[config.mk]
export PLATFORM = sky130hd
export DESIGN_NAME = geriyaz_hakem
export DESIGN_NICKNAME = d
export VERILOG_FILES = /design/src/rtl/geriyaz_hakem_pkg.sv /design/src/rtl/geriyaz_fifo.sv /design/src/rtl/geriyaz_hakem.sv
export SDC_FILE = /design/constraint.sdc
export NUM_CORES = 1
export LEC_CHECK = 0
export BUFFER_PORTS_ARGS = -buffer_cell sky130_fd_sc_hd__buf_2
export CAP_MARGIN = 40
export CORE_UTILIZATION = 50
export DETAILED_ROUTE_END_ITERATION = 10
export MAX_ROUTING_LAYER = met4
export PLACE_DENSITY = 0.7
export SKIP_CTS_REPAIR_TIMING = 1
export SYNTH_ARGS = -nofsm -noshare
export SYNTH_HDL_FRONTEND = slang
export SYNTH_HIERARCHICAL = 1
export SYNTH_SLANG_ARGS = --single-unit
export TNS_END_PERCENT = 1
[constraint.sdc]
create_clock -name clk_i -period 5.8 [get_ports clk_i]
set_clock_uncertainty 0.2 [all_clocks]
set_input_delay 1.16 -clock clk_i [delete_from_list [all_inputs] [get_ports clk_i]]
set_output_delay 1.16 -clock clk_i [all_outputs]
set_load 0.05 [all_outputs]
[src/rtl/geriyaz_hakem_pkg.sv]
// Shared widths, default sizing and the queued result record for the write-back arbiter.
// Everything that touches a write-back result imports this package.
package geriyaz_hakem_pkg;

    localparam int VERI_BIT         = 32;
    localparam int YAZMAC_BIT       = 5;
    localparam int UOP_TAG_BIT      = 6;
    localparam int GH_ISTEKCI       = 3;
    localparam int GH_FIFO_DERINLIK = 2;

    typedef struct packed {
        logic [VERI_BIT-1:0]    veri;
        logic [YAZMAC_BIT-1:0]  adres;
        logic [UOP_TAG_BIT-1:0] etiket;
    } kayit_t;

    // Index width that stays at least one bit wide for single-entry cases.
    function automatic int genislik(input int n);
        return (n > 1) ? $clog2(n) : 1;
    endfunction

endpackage

[src/rtl/geriyaz_fifo.sv]
// Per-requester result queue: DERINLIK entries, wrapping pointers, occupancy counter.
// Full/empty come from registered occupancy only, so a same-cycle pop never raises hazir.
module geriyaz_fifo
    import geriyaz_hakem_pkg::*;
#(
    parameter int DERINLIK = GH_FIFO_DERINLIK
) (
    input  logic   clk,
    input  logic   rst,
    input  logic   push,
    input  kayit_t yaz,
    input  logic   pop,
    output kayit_t bas,
    output logic   dolu,
    output logic   bos
);

    localparam int PTR_W = genislik(DERINLIK);
    localparam int SAY_W = $clog2(DERINLIK + 1);

    kayit_t           mem [DERINLIK];
    logic [PTR_W-1:0] wr_ptr;
    logic [PTR_W-1:0] rd_ptr;
    logic [SAY_W-1:0] doluluk;
    logic             push_ok;
    logic             pop_ok;

    function automatic logic [PTR_W-1:0] ilerle(input logic [PTR_W-1:0] p);
        return (p == PTR_W'(DERINLIK - 1)) ? '0 : p + 1'b1;
    endfunction

    assign dolu    = (doluluk == SAY_W'(DERINLIK));
    assign bos     = (doluluk == '0);
    assign push_ok = push && !dolu;
    assign pop_ok  = pop && !bos;
    assign bas     = mem[rd_ptr];

    always_ff @(posedge clk or posedge rst) begin
        if (rst) begin
            wr_ptr  <= '0;
            rd_ptr  <= '0;
            doluluk <= '0;
        end else begin
            if (push_ok) begin
                wr_ptr <= ilerle(wr_ptr);
            end
            if (pop_ok) begin
                rd_ptr <= ilerle(rd_ptr);
            end
            // Push and pop together leave the count alone.
            if (push_ok && !pop_ok) begin
                doluluk <= doluluk + 1'b1;
            end else if (pop_ok && !push_ok) begin
                doluluk <= doluluk - 1'b1;
            end
        end
    end

    always_ff @(posedge clk) begin
        if (push_ok) begin
            mem[wr_ptr] <= yaz;
        end
    end

endmodule

[src/rtl/geriyaz_hakem.sv]
// Write-back arbiter: one queue per result producer, round-robin grant, registered
// register-file write port. Zero-address results are drained without a write strobe.
module geriyaz_hakem
    import geriyaz_hakem_pkg::*;
#(
    parameter int ISTEKCI       = GH_ISTEKCI,
    parameter int FIFO_DERINLIK = GH_FIFO_DERINLIK
) (
    input  logic                           clk_i,
    input  logic                           rst_i,
    input  logic [ISTEKCI-1:0]             istek_gecerli_i,
    output logic [ISTEKCI-1:0]             istek_hazir_o,
    input  logic [ISTEKCI*VERI_BIT-1:0]    istek_veri_i,
    input  logic [ISTEKCI*YAZMAC_BIT-1:0]  istek_adres_i,
    input  logic [ISTEKCI*UOP_TAG_BIT-1:0] istek_etiket_i,
    output logic [VERI_BIT-1:0]            geriyaz_veri_o,
    output logic [YAZMAC_BIT-1:0]          geriyaz_adres_o,
    output logic [UOP_TAG_BIT-1:0]         geriyaz_etiket_o,
    output logic                           geriyaz_gecerli_o,
    output logic                           hakem_bos_o
);

    localparam int IDX_W = genislik(ISTEKCI);

    kayit_t             bas [ISTEKCI];
    logic [ISTEKCI-1:0] dolu;
    logic [ISTEKCI-1:0] bos;
    logic [ISTEKCI-1:0] pop;
    logic [IDX_W-1:0]   son_kazanan;
    logic [IDX_W-1:0]   kazanan;
    logic               kazandi;
    kayit_t             secilen;

    for (genvar k = 0; k < ISTEKCI; k++) begin : g_kuyruk
        kayit_t yaz;

        assign yaz = {istek_veri_i[k*VERI_BIT +: VERI_BIT],
                      istek_adres_i[k*YAZMAC_BIT +: YAZMAC_BIT],
                      istek_etiket_i[k*UOP_TAG_BIT +: UOP_TAG_BIT]};
        assign pop[k]           = kazandi && (kazanan == IDX_W'(k));
        assign istek_hazir_o[k] = !dolu[k];

        geriyaz_fifo #(
            .DERINLIK (FIFO_DERINLIK)
        ) u_fifo (
            .clk  (clk_i),
            .rst  (rst_i),
            .push (istek_gecerli_i[k]),
            .yaz  (yaz),
            .pop  (pop[k]),
            .bas  (bas[k]),
            .dolu (dolu[k]),
            .bos  (bos[k])
        );
    end

    // Search starts just after the last winner, which bounds any wait to ISTEKCI-1 grants.
    always_comb begin
        int aday;
        aday    = 0;
        kazandi = 1'b0;
        kazanan = '0;
        secilen = '0;
        for (int i = 1; i <= ISTEKCI; i++) begin
            aday = (int'(son_kazanan) + i) % ISTEKCI;
            if (!kazandi && !bos[aday]) begin
                kazandi = 1'b1;
                kazanan = IDX_W'(aday);
                secilen = bas[aday];
            end
        end
    end

    // Zero-address results are popped but leave the write port untouched.
    always_ff @(posedge clk_i or posedge rst_i) begin
        if (rst_i) begin
            son_kazanan       <= IDX_W'(ISTEKCI - 1);
            geriyaz_gecerli_o <= 1'b0;
            geriyaz_veri_o    <= '0;
            geriyaz_adres_o   <= '0;
            geriyaz_etiket_o  <= '0;
        end else if (kazandi) begin
            son_kazanan       <= kazanan;
            geriyaz_gecerli_o <= (secilen.adres != '0);
            if (secilen.adres != '0) begin
                geriyaz_veri_o   <= secilen.veri;
                geriyaz_adres_o  <= secilen.adres;
                geriyaz_etiket_o <= secilen.etiket;
            end
        end else begin
            geriyaz_gecerli_o <= 1'b0;
        end
    end

    assign hakem_bos_o = (&bos) && !geriyaz_gecerli_o;

endmodule
==> results.json <==
{
  "status": "finished clean",
  "rsz0062_at_grt": "false",
  "syn_to_final_growth_pct": 15.3,
  "cap_violations": 0,
  "numCtsBuffers": 35,
  "fin_ws_ns": 1.46,
  "critPathArrivalTime_ns": 4.53,
  "synth_cell_types": 57,
  "cts.clk_slew.worst_paths_ns": 0.06,
  "grt_max_degree": 79,
  "cp.required_ns": 5.99,
  "gr-total-overflow": 0,
  "reg2reg_to": "geriyaz_veri_o[0]",
  "synth_ff_type": "edfxtp_1",
  "path_buf_inv": 2,
  "grt_pass1_vias": 10200,
  "critPathMaxStageDelay_ns": 0.65,
  "syn_nets": 1244,
  "drc": 0,
  "hold_end": "geriyaz_veri_o[10]",
  "maxSlewViolCount": 0,
  "leakagePower_nw": 6.89,
  "vias": 10200,
  "ys_seq_area_share_pct": 59.2,
  "startpoint_type": "flip-flop",
  "worst_slew_pin_slew_ns": 0.832,
  "critPathSlowestCell": "a2bb2oi_4",
  "drive_above_1_share_pct": 32.7,
  "peakVddDrop_v": 0.000345,
  "antenna_found_initial": 0,
  "fin_area_sq_um": 17900,
  "syn_avg_cell_area_sq_um": 14.1,
  "cts_tree": "yes",
  "gp_congestion": 0.832,
  "clock_sinks": 316,
  "worstSetupPathType": "flip-flop to flip-flop",
  "yosysWarnings": 6,
  "hold_viol_final": 0,
  "gr-usage-all-layers_pct": 24.9,
  "crit_chain": "inv_1, ha_4, mux2i_1, a2bb2oi_4, or2_2, o22ai_1, o32ai_2, nand4_4, buf_12, mux2_1",
  "crit_fanout": 30,
  "nNetsFinal": 1411,
  "min_from": "geriyaz_veri_o[10]",
  "min_period_over_period_pct": 74.8,
  "antenna_cells": 0,
  "powerDensity_nw_per_um2": 686,
  "pin_count": 182,
  "slew_headroom_pct": 44.6,
  "insertion_delay_ns": 0.51,
  "grt_pass1_wl_mm": 57.8,
  "core_region_area_sq_um": 30600,
  "placed_cell_area_sq_um": 16800,
  "setup_viol": 0,
  "hold_path.class": "flip-flop to flip-flop",
  "clk_root_buffer_cell": "clkbuf_16",
  "max_freq_mhz": 231,
  "clock_path_buffers": 3,
  "final_core_util_pct": 58.6,
  "fin_crit_ns": 4.34,
  "viasPerCell": 6.00,
  "routedWlPerCell_um": 22.6,
  "setup_tns_ns": 0,
  "dr.pass1.iters": 5,
  "fillers": 2399,
  "critPathCaptureType": "flip-flop",
  "async_flop_share_pct": 18.4,
  "syn_area_sq_um": 15500,
  "synthCells": 1103,
  "reg2reg_depth": 10,
  "die_width_um": 178,
  "drt_iter0_drc": 908,
  "r2r_slack_ns": 1.46,
  "synth_edf_count": 258,
  "critPathTopFamily": "compound AO/OA/AOI/OAI gates",
  "ant_nets": 0,
  "cts_htree_levels": 2,
  "rows": 64,
  "die_h_um": 178,
  "worstHoldPathCells": 1,
  "initial_core_util_pct": 50.8,
  "io_buffers": 181,
  "synth-seq-cells": 316,
  "post-place-ws_ns": 1.50,
  "die-area_sq_um": 31800,
  "r2r_start": "son_kazanan[0]",
  "hpwl_mm": 25.7,
  "wl_mm": 38.2
}
[kinds of logic after synthesis]
group                    after synthesis  share of synthesized area, %
flip-flops                           316                          59.2
AO/OA/AOI/OAI                        284                          11.5
multiplexers                         226                          18.8
AND/OR/NAND/NOR                      153                          4.85
buffers and inverters                102                          4.22
XOR/XNOR                              15                         0.845
adder cells (fa/ha/maj)                7                         0.564
[worst register-to-register path, stage by stage, from the launching register on]
cell,delay [ns]
dfrtp_1,0.42
inv_1,0.12
ha_4,0.41
mux2i_1,0.43
a2bb2oi_4,0.65
or2_2,0.58
o22ai_1,0.19
o32ai_2,0.19
nand4_4,0.34
buf_12,0.30
mux2_1,0.38
[flip-flops by register name (all words and copies together), names as in the netlist]
register	flops
son_kazanan	2
geriyaz_etiket_o	6
geriyaz_adres_o	5
g_kuyruk.u_fifo/mem	258
g_kuyruk.u_fifo/wr_ptr	3
geriyaz_gecerli_o	1
g_kuyruk.u_fifo/doluluk	6
g_kuyruk.u_fifo/rd_ptr	3
geriyaz_veri_o	32
[layout by cell type (no fill, tap or decap), types with 33 or more instances in the layout]
master / count
nand2_1: 33
dfrtp_1: 54
mux2i_1: 58
mux2_4: 117
buf_2: 181
nor2_1: 53
edfxtp_1: 258
clkbuf_16: 36
nor2b_1: 35
o21ai_0: 38
a211oi_1: 34
a21oi_1: 98
[final cells by class]
| cell class | count | area, sq um | share of cell area, % |
|---|---|---|---|
| inverters | 24 | 90.1 | 0.503 |
| multi-input cells | 685 | 5780 | 32.3 |
| clock buffers | 43 | 947 | 5.29 |
| well taps | 396 | 495 | 2.77 |
| flip-flops and latches | 316 | 9210 | 51.4 |
| clock inverters | 20 | 161 | 0.901 |
| repair buffers | 208 | 1230 | 6.89 |
[through the flow]
step,power (mW),instances,hold slack [ns]
after CTS,12.3,1692,0.288
after detailed placement,10.1,1629,0.274
final,12.3,1692,0.283
after global routing,13.0,1692,0.304
after floorplan,8.63,1103,0.260
after global placement,9.78,1617,0.270
[routing by layer]
metal	global-route usage (%)	wire (um)	vias up
li1	-	-	4581
met1	31.7	15500	5005
met2	39.7	18100	475
met3	3.88	2940	93
met4	10.6	1610	0
met5	-	0	-
[where the power goes]
group	switching, mW	leakage (nW)	internal, mW	total [mW]
clock	0.871	0.552	1.25	2.12
combinational	3.92	3.25	2.65	6.56
sequential	0.376	3.08	3.22	3.60
total	5.16	6.89	7.12	12.3
[Yosys cell counts, types with 2 or more instances]
cell | instances | area share [%]
a211oi_1 | 34 | 1.6
a21oi_1 | 98 | 3.2
a221oi_1 | 20 | 1.1
a22o_1 | 2 | 0.11
a22oi_1 | 18 | 0.87
a31oi_1 | 14 | 0.56
and3_1 | 4 | 0.16
buf_1 | 3 | 0.072
buf_12 | 12 | 1.5
buf_2 | 23 | 0.74
buf_6 | 6 | 0.43
clkbuf_1 | 33 | 0.80
dfrtp_1 | 57 | 9.2
edfxtp_1 | 258 | 50
ha_1 | 7 | 0.56
inv_1 | 23 | 0.56
mux2_1 | 31 | 2.2
mux2_2 | 19 | 1.4
mux2_4 | 117 | 11
mux2i_1 | 58 | 3.7
nand2_1 | 33 | 0.80
nand2b_1 | 7 | 0.28
nand3_1 | 5 | 0.16
nor2_1 | 58 | 1.4
nor2b_1 | 37 | 1.5
o211ai_1 | 2 | 0.097
o21ai_0 | 38 | 1.2
o21ai_1 | 5 | 0.16
o22ai_1 | 21 | 0.85
o31ai_1 | 20 | 0.97
xnor2_1 | 9 | 0.51
xor2_1 | 6 | 0.34
[worst max path at each step]
stage                             startpoint                           end  slack, ns  cells after the start
after floorplan           istek_gecerli_i[0]  g_kuyruk[0].u_fifo/mem[0][0]       2.10                      2
after global routing          son_kazanan[1]            geriyaz_veri_o[11]       1.24                     10
after CTS                     son_kazanan[1]             geriyaz_veri_o[0]       1.47                     10
after detailed placement      son_kazanan[1]             geriyaz_veri_o[0]       1.50                     10
after global placement        son_kazanan[0]             geriyaz_veri_o[5]       1.08                      9
final                         son_kazanan[0]             geriyaz_veri_o[0]       1.46                     10
Note: power is estimated with default switching activity, not from simulation.
